<file path="src/rtl/seq_mul_pkg.sv">
// seq_mul_pkg: shared types and limits for the sequential shift-add multiplier.
// Optional feature macro used across the slice: SEQ_MUL_SIGNED_EN.
package seq_mul_pkg;

    // Largest operand width the multiplier is built for.
    localparam int SEQ_MUL_MAX_WIDTH = 32;

    // Control FSM states.
    typedef enum logic {
        IDLE = 1'b0,
        RUN  = 1'b1
    } state_e;

endpackage

</file>
<file path="src/rtl/seq_mul_if.sv">
// seq_mul_if: request/result bundle between a client (master) and seq_mul (slave).
// With SEQ_MUL_SIGNED_EN defined the bundle also carries the signed-mode select.
//
// Handshake: the client raises start with x/y (and sgn) valid; the request is
// accepted on a rising edge only while busy=0 and the operands are captured on
// that edge. A start seen while busy=1 is dropped. done is a one-cycle strobe
// marking p valid; p then holds until the next accepted request completes.
interface seq_mul_if #(
    parameter int WIDTH = 8
);
    logic               start;
    logic [WIDTH-1:0]   x;
    logic [WIDTH-1:0]   y;
`ifdef SEQ_MUL_SIGNED_EN
    logic               sgn;
`endif
    logic               busy;
    logic               done;
    logic [2*WIDTH-1:0] p;

`ifdef SEQ_MUL_SIGNED_EN
    modport master (output start, x, y, sgn, input busy, done, p);
    modport slave  (input start, x, y, sgn, output busy, done, p);
`else
    modport master (output start, x, y, input busy, done, p);
    modport slave  (input start, x, y, output busy, done, p);
`endif

endinterface

</file>
<file path="src/rtl/seq_mul_dp.sv">
// seq_mul_dp: shift-add datapath (multiplicand, accumulator, multiplier shift
// register, adder, product register). With SEQ_MUL_SIGNED_EN defined it also
// captures operand magnitudes and negates the final product when needed.
module seq_mul_dp
    import seq_mul_pkg::*;
#(
    parameter int WIDTH = 8
) (
    input  logic               clk,
    input  logic               rst_n,
    input  logic               load,
    input  logic               step,
    input  logic               last,
    input  logic [WIDTH-1:0]   x,
    input  logic [WIDTH-1:0]   y,
`ifdef SEQ_MUL_SIGNED_EN
    input  logic               sgn,
`endif
    output logic [2*WIDTH-1:0] p
);

    logic [WIDTH-1:0]   mcand;
    logic [WIDTH-1:0]   acc;
    logic [WIDTH-1:0]   sr;
    logic [WIDTH-1:0]   x_mag;
    logic [WIDTH-1:0]   y_mag;
    logic [WIDTH:0]     sum;
    logic [WIDTH-1:0]   acc_nxt;
    logic [WIDTH-1:0]   sr_nxt;
    logic [2*WIDTH-1:0] prod;
    logic [2*WIDTH-1:0] result;
`ifdef SEQ_MUL_SIGNED_EN
    logic               neg;
`endif

    // Operand conditioning at accept: magnitudes in signed mode, raw otherwise.
    // The most negative value maps to 2^(WIDTH-1), which still fits unsigned.
    always_comb begin
`ifdef SEQ_MUL_SIGNED_EN
        x_mag = (sgn && x[WIDTH-1]) ? -x : x;
        y_mag = (sgn && y[WIDTH-1]) ? -y : y;
`else
        x_mag = x;
        y_mag = y;
`endif
    end

    // One partial-product step: conditional add with carry, then shift
    // {carry, acc, sr} right by one. prod is the full product after this step.
    always_comb begin
        sum     = {1'b0, acc} + (sr[0] ? {1'b0, mcand} : {(WIDTH+1){1'b0}});
        acc_nxt = sum[WIDTH:1];
        sr_nxt  = {sum[0], sr[WIDTH-1:1]};
        prod    = {acc_nxt, sr_nxt};
`ifdef SEQ_MUL_SIGNED_EN
        result  = neg ? -prod : prod;
`else
        result  = prod;
`endif
    end

    // Datapath registers: capture on load, iterate on step, publish on last.
    always_ff @(posedge clk) begin
        if (!rst_n) begin
            mcand <= '0;
            acc   <= '0;
            sr    <= '0;
            p     <= '0;
`ifdef SEQ_MUL_SIGNED_EN
            neg   <= 1'b0;
`endif
        end else if (load) begin
            mcand <= x_mag;
            acc   <= '0;
            sr    <= y_mag;
`ifdef SEQ_MUL_SIGNED_EN
            neg   <= sgn & (x[WIDTH-1] ^ y[WIDTH-1]);
`endif
        end else if (step) begin
            acc <= acc_nxt;
            sr  <= sr_nxt;
            if (last) begin
                p <= result;
            end
        end
    end

endmodule

</file>
<file path="src/rtl/seq_mul.sv">
// seq_mul: sequential radix-2 shift-add multiplier, one partial product per
// clock, WIDTH cycles from accept to done. Control FSM, iteration counter and
// handshake live here; arithmetic lives in seq_mul_dp.
// Optional feature macro: SEQ_MUL_SIGNED_EN (adds runtime two's-complement mode).
module seq_mul
    import seq_mul_pkg::*;
#(
    parameter int WIDTH = 8
) (
    input  logic   clk,
    input  logic   rst_n,
    seq_mul_if.slave bus,
    output state_e dbg_state
);

    localparam int            CW   = (WIDTH > 1) ? $clog2(WIDTH) : 1;
    localparam logic [CW-1:0] LAST = CW'(WIDTH - 1);

    if (WIDTH < 2 || WIDTH > SEQ_MUL_MAX_WIDTH) begin : g_bad_width
        $error("seq_mul: WIDTH out of range 2..32");
    end

    state_e        state;
    logic [CW-1:0] cnt;
    logic          load;
    logic          step;
    logic          last;

    assign dbg_state = state;

    // Datapath strobes derived from the current state.
    always_comb begin
        load = (state == IDLE) && bus.start;
        step = (state == RUN);
        last = (state == RUN) && (cnt == LAST);
    end

    // Control FSM with registered busy/done; reset wins over start.
    always_ff @(posedge clk) begin
        if (!rst_n) begin
            state    <= IDLE;
            cnt      <= '0;
            bus.busy <= 1'b0;
            bus.done <= 1'b0;
        end else begin
            bus.done <= 1'b0;
            case (state)
                IDLE: begin
                    if (bus.start) begin
                        state    <= RUN;
                        cnt      <= '0;
                        bus.busy <= 1'b1;
                    end
                end
                RUN: begin
                    if (cnt == LAST) begin
                        state    <= IDLE;
                        cnt      <= '0;
                        bus.busy <= 1'b0;
                        bus.done <= 1'b1;
                    end else begin
                        cnt <= cnt + 1'b1;
                    end
                end
                default: begin
                    state    <= IDLE;
                    cnt      <= '0;
                    bus.busy <= 1'b0;
                end
            endcase
        end
    end

    seq_mul_dp #(.WIDTH(WIDTH)) u_dp (
        .clk   (clk),
        .rst_n (rst_n),
        .load  (load),
        .step  (step),
        .last  (last),
        .x     (bus.x),
        .y     (bus.y),
`ifdef SEQ_MUL_SIGNED_EN
        .sgn   (bus.sgn),
`endif
        .p     (bus.p)
    );

endmodule
</file>
<file path="src/flat_wrapper.sv">
// flat-port wrapper written by rule: the top's interface ports become plain ports
module seq_mul_flat import seq_mul_pkg::*;
#(
    parameter int WIDTH = 8
)
  (clk, rst_n, dbg_state, bus_start, bus_x, bus_y, bus_busy, bus_done, bus_p);
  seq_mul_if #(.WIDTH(WIDTH)) bus_i ();
  input  logic clk;
  input  logic rst_n;
  output state_e dbg_state;
  input wire logic [$bits(bus_i.start)-1:0] bus_start;
  input wire logic [$bits(bus_i.x)-1:0] bus_x;
  input wire logic [$bits(bus_i.y)-1:0] bus_y;
  output wire logic [$bits(bus_i.busy)-1:0] bus_busy;
  output wire logic [$bits(bus_i.done)-1:0] bus_done;
  output wire logic [$bits(bus_i.p)-1:0] bus_p;
  assign bus_i.start = bus_start;
  assign bus_i.x = bus_x;
  assign bus_i.y = bus_y;
  assign bus_busy = bus_i.busy;
  assign bus_done = bus_i.done;
  assign bus_p = bus_i.p;
  seq_mul #(.WIDTH(WIDTH)) u_core (.clk(clk), .rst_n(rst_n), .bus(bus_i), .dbg_state(dbg_state));
endmodule
</file>
<file path="config.mk">
export PLATFORM = sky130hd
export DESIGN_NAME = seq_mul_flat
export DESIGN_NICKNAME = d
export VERILOG_FILES = /design/src/rtl/seq_mul_pkg.sv /design/src/rtl/seq_mul_if.sv /design/src/rtl/seq_mul_dp.sv /design/src/rtl/seq_mul.sv /design/src/flat_wrapper.sv
export SDC_FILE = /design/constraint.sdc
export NUM_CORES = 1
export LEC_CHECK = 0
export CAP_MARGIN = 10
export CORE_MARGIN = 1.5
export CORE_UTILIZATION = 57
export CTS_BUF_LIST = sky130_fd_sc_hd__clkbuf_4 sky130_fd_sc_hd__clkbuf_8 sky130_fd_sc_hd__clkbuf_16
export CTS_CLUSTER_SIZE = 10
export DETAILED_ROUTE_END_ITERATION = 8
export PLACE_DENSITY_LB_ADDON = 0.08
export RECOVER_POWER = 100
export SKIP_CTS_REPAIR_TIMING = 1
export SLEW_MARGIN = 20
export SYNTH_ARGS = -nofsm -noshare
export SYNTH_HDL_FRONTEND = slang
export SYNTH_HIERARCHICAL = 1
export SYNTH_SLANG_ARGS = --single-unit
export TNS_END_PERCENT = 5
</file>
<file path="constraint.sdc">
create_clock -name clk -period 3.4 [get_ports clk]
set_input_delay 0.34 -clock clk [delete_from_list [all_inputs] [get_ports clk]]
set_output_delay 0.34 -clock clk [all_outputs]
set_load 0.01 [all_outputs]
</file>
Yosys cells after proc, flatten, opt, wreduce, memory -nomap -nowiden

Cells that the tools add are included.

Register bits: 46
Output and inout port bits: 19
Input bits: 19
Memory bits (writable): 0
Bits in latches: 0
Memories kept: 0
Logic and storage cells: 36
Bits in read-only memories: 0

Reduce and logical (&&, ||, !) cells: 7
$add $sub $neg: 2
Shifts and indexed selects: 0
Bitwise operators: 3
$mul: 0
Div/mod/pow operators: 0
Equality and inequality tests: 3
Magnitude comparators: 0
Muxes and demuxes: 13

Operator list:

| operator                                     | count |
|---|---|
| two-way mux 8 bit                            | 3 |
| adder 8 x 9 -> 9 bit                         | 1 |
| two-way mux 3 bit                            | 2 |
| case mux 3 bit (2 select lines)              | 1 |
| two-way mux 1 bit                            | 5 |
| != test 2 bit (second input constant)        | 2 |
| case mux 1 bit (2 select lines)              | 2 |
| AND reduction 2 bit                          | 2 |
| adder 3 x 1 -> 3 bit (second input constant) | 1 |
| == test 3 bit (second input constant)        | 1 |
| NOT 1 bit                                    | 3 |
| AND reduction 3 bit                          | 1 |
| logical AND 1 bit                            | 2 |
| nonzero test 2 bit                           | 1 |
| OR reduction 2 bit                           | 1 |

Depth between registers and ports, before layout

Depth after elaboration: 4
Mapped depth: 8
Depth with buffers taken out: 7

Modules after synthesis

Netlist, hierarchy kept.

Modules (own cells, without submodules):

| module     | seq. area each (um^2) | times used | cells each | area an instance (um^2) |
|---|---|---|---|---|
| seq_mul_dp | 800.8                 | 1          | 227        | 2,052.0 |
| seq_mul    | 120.1                 | 1          | 25         | 285.3 |

Least setup slack after synthesis

OpenSTA, ideal clock, no wires.

Kind: register to register
From: register u_core.u_dp.sr[0]
To: register u_core.u_dp.acc[5]
Setup slack: 1.480 ns
Cell stages (with the launch flop): 8
Required time: 3.338 ns
Period minus slack after synthesis: 1.920 ns
Path buffers: 0
Arrival: 1.859 ns
Cells stage by stage: dfxtp_1 and2_1 ha_1 fa_1 a21oi_1 o21ai_2 a2111o_1 nand3_1

Longest elaborated chain between the ends: 2

RTL lines:

| element                | RTL line         | source |
|---|---|---|
| from (decl)            | seq_mul_dp.sv:24 | `logic [WIDTH-1:0] sr;` |
| from (signal assigned) | seq_mul_dp.sv:75 | `sr <= y_mag;` |
| from (signal assigned) | seq_mul_dp.sv:81 | `sr <= sr_nxt;` |
| two-way mux 8 bit      | seq_mul_dp.sv:51 | `sum = {1'b0, acc} + (sr[0] ? {1'b0, mcand} : {(WIDTH+1){1'b0}});` |
| adder 8 x 9 -> 9 bit   | seq_mul_dp.sv:51 |  |
| to (signal assigned)   | seq_mul_dp.sv:80 | `acc <= acc_nxt;` |
| to (decl)              | seq_mul_dp.sv:23 | `logic [WIDTH-1:0] acc;` |

No other way between the ends.
A chain may end at the register's enable or synchronous reset.

Worst setup path in the final report

From: register u_core.state, in the netlist u_core/dbg_state
To: register u_core.u_dp.sr[3]

Longest elaborated chain between the ends: 3

RTL lines:

| element                                                        | RTL line      | source |
|---|---|---|
| from (decl)                                                    | seq_mul.sv:23 | `state_e state;` |
| from (signal assigned)                                         | seq_mul.sv:41 | `state <= IDLE;` |
| from (signal assigned)                                         | seq_mul.sv:50 | `state <= RUN;` |
| from (signal assigned)                                         | seq_mul.sv:57 | `state <= IDLE;` |
| NOT 1 bit *                                                    | seq_mul.sv:33 | `load = (state == IDLE) && bus.start;` |
| logical AND 1 bit *                                            | seq_mul.sv:33 |  |
| named net u_core.load                                          | seq_mul.sv:25 | `logic load;` |
| two-way mux 8 bit / nonzero test 2 bit (equally long branches) | --            |  |

Mark *: on every way through the listed nets, which the timed path passes. The rest lies on a longest branch.

==> results.cfg <==
[status]
outcome = finished, final reports clean

[timing]
maxSlewViolCount = 0
rsz0062_at_grt = no
period_share_pct = 75.6
fmax_mhz = 389
hold_violations = 0
finClkSkew_ps = 9.55
layout_min_cycle_time_ps = 2570
post-route-worst-setup-slack_ps = 829
finalSetupTns_ps = 0
max_slew_margin_pct = 34.3
report.final.setup_viol = 0
worstMarginPinSlew_ps = 984

[critical_path]
cpLargestDelayFamily = simple AND/OR/NAND/NOR gates
critPathRequiredTime_ps = 3610
crit_path_max_fanout = 19
worstSetupEndpointType = register
worst_ep_arrival_time_ps = 2780
path_class = reg -> reg
ff2ff_path_depth = 4
cpPeakStageDelay_ps = 860
timing.reg2reg.setup_slack_ps = 830
cpMaxStageDelayCell = nor2b_1
startpoint_type = register
r2r_start = u_core/dbg_state$_SDFF_PN0_
worst_r2r_endpoint = u_core/u_dp/sr[3]$_SDFFE_PN0P_
number_of_buffers_and_inverters_on_the_critical_path = 1
crit_path_cell_trace = nor2b_1, clkbuf_1, o21ai_0, and2_0

[route]
wl_per_cell_um = 13.6
detailedRoute.firstPassIterationCount = 4
drc_errors = 0
totalWireLength_mm = 4.51
antenna_violating_nets_post_route = 0
initialDrtViolationCount = 98
vias_per_cell = 5.44
dr_total_vias = 1811

[global_route]
grt.total_usage_pct = 22.1
grt_first_pass_wirelength_mm = 7.35
grt_antenna_before_repair = 0
grt_max_degree = 34
grt.overflow.total = 0
grt_pass1_vias = 1599

[yosys]
ys_top_cells_by_area = dfxtp_1 (39%), mux2i_1 (7.3%), ha_1 (5.9%), nand2_1 (5.6%), and2_1 (4.6%)
yosys_warnings = 6
synth_cell_type_count = 50
yosys.area.top_type_share_pct = 39.4
syn-num-nets = 283
syn-cell-area_um2 = 2340
synth-seq-area-share_pct = 39.4
number_of_flops_mapped_to_enable_cells_by_yosys = 0
synthesis.area_per_instance_um2 = 9.27
synth_cells = 252
synth.most_common_cell = dfxtp_1
asyncSetResetFlopFracSynth_pct = 0
synthFlopType = dfxtp_1
synthTopCellsByCount = dfxtp_1 (46), nand2_1 (35), and2_1 (17), mux2i_1 (17), o21ai_0 (14)
synth.ff_latch_count = 46
synth_top_area_cell = dfxtp_1

[place]
io_buffer_count = 37
place_congestion = 0.775
dpl-instance-area_um2 = 2690
pre_cts_ws_ps = 1000
post-dp-hpwl_mm = 3.16

[final_layout]
area_growth_syn_to_layout_pct = 19.3
final_nets = 313
antennaDiodeCount = 0
postLayoutCellArea_um2 = 2790
layout-drive-gt1-share_pct = 6.01

[die]
fp.coreArea_um2 = 3970
pin_count = 38
initial_core_util_pct = 58.9
die-height_um = 67.0
placementRows = 23
dieArea_um2 = 4490
fp.dieW_um = 67.0

[clock_network]
cts_max_level = 2
clkSlewWorstSetupHoldPaths_ps = 80
max-clock-path-buffers = 2
tritoncts = yes
tritoncts.num_buffers = 5
worst_skew_pair.late_latency_ps = 310
cts-root-buf = clkbuf_8
cts_num_sinks = 46

[pwr]
vdd.ir_drop.worst_uv = 267
power.density_nw_per_um2 = 394
power_leakage_nw = 1.13

[min_path]
hold_depth = 2
type_of_the_most_critical_hold_path = reg -> reg
min_to = u_core/u_dp/p[3]$_SDFFE_PN0P_
worst_hold_startpoint = u_core/u_dp/p[3]$_SDFFE_PN0P_

[run]
timing.max_cap.violations = 0
## tightest hold or removal path: cells and delay by family, from the launching register on
kind | cells | cell delay (ps)
simple gates | 1 | 40
flops | 1 | 310
compound gates | 1 | 60
## flip-flops by register name, indices dropped and copies added (netlist names)
name               cells
u_core/bus.busy        1
u_core/bus.done        1
u_core/cnt             3
u_core/u_dp/mcand      8
u_core/u_dp/sr         8
u_core/u_dp/acc        8
u_core/u_dp/p         16
u_core/dbg_state       1
## cells by family (layout without fill, tap and decap cells)
group / count (synthesis) / count (layout) / share of synthesized area, %
AND/OR/NAND/NOR: 104 / 104 / 24.7
AO/OA/AOI/OAI: 51 / 51 / 15.7
flip-flops: 46 / 46 / 39.4
buffers and inverters: 18 / 49 / 4.66
multiplexers: 17 / 17 / 7.28
adder cells (fa/ha/maj): 12 / 12 / 6.75
XOR/XNOR: 4 / 4 / 1.50
## layout by cell type (no fill, tap or decap), types with 9 or more instances in the layout
cell type        instances
dfxtp_1                 46
nand2_1                 35
dlygate4sd3_1           20
clkdlybuf4s50_1         17
mux2i_1                 17
o21ai_0                 16
nor2b_1                 11
ha_1                    11
and2_1                  10
nand3_1                 10
a21boi_0                 9
## layer usage
| metal | global-route usage, % | wire [um] |
|---|---|---|
| met1 | 27.0 | 2120 |
| met2 | 37.4 | 2180 |
| met3 | 5.07 | 140 |
| met4 | 8.42 | 72 |
| met5 | 0 | 0 |
## how the worst max path moves through the flow
stage | from | end | slack (ps) | cells after the start
floorplan | u_core/u_dp/sr[0]$_SDFFE_PN0P_ | u_core/u_dp/acc[5]$_SDFFE_PP0P_ | 1480 | 7
global placement | bus_start | u_core/u_dp/p[13]$_SDFFE_PN0P_ | 1070 | 6
detailed placement | bus_start | u_core/u_dp/p[13]$_SDFFE_PN0P_ | 1000 | 6
CTS | u_core/dbg_state$_SDFF_PN0_ | u_core/u_dp/p[15]$_SDFFE_PN0P_ | 1090 | 5
global route | u_core/dbg_state$_SDFF_PN0_ | u_core/u_dp/sr[6]$_SDFFE_PN0P_ | 560 | 4
finish | u_core/dbg_state$_SDFF_PN0_ | u_core/u_dp/sr[3]$_SDFFE_PN0P_ | 830 | 4
## metrics by stage
stage	util (%)	total power, mW	hold slack, ps	cells
finish	70.2	1.10	461	333
global route	70.2	1.14	487	333
CTS	70.5	1.11	467	333
detailed placement	67.7	0.698	455	325
global placement	67.7	0.695	449	325
floorplan	-	0.658	453	252
## final cells by class
class	instances	area (um^2)
sequential	46	921
tap	50	62.6
fill	335	1180
clock inverter	2	37.5
timing repair buffer	40	385
multi-input combinational	188	1300
inverter	1	3.75
clock buffer	6	76.3
## report_power, final
part	switching [mW]	internal, mW	leakage, nW	total [mW]
sequential	0.0164	0.556	0.374	0.572
combinational	0.0512	0.0583	0.706	0.109
clock	0.188	0.227	0.0548	0.416
total	0.256	0.841	1.13	1.10
Power figures use the tool's default switching activity.
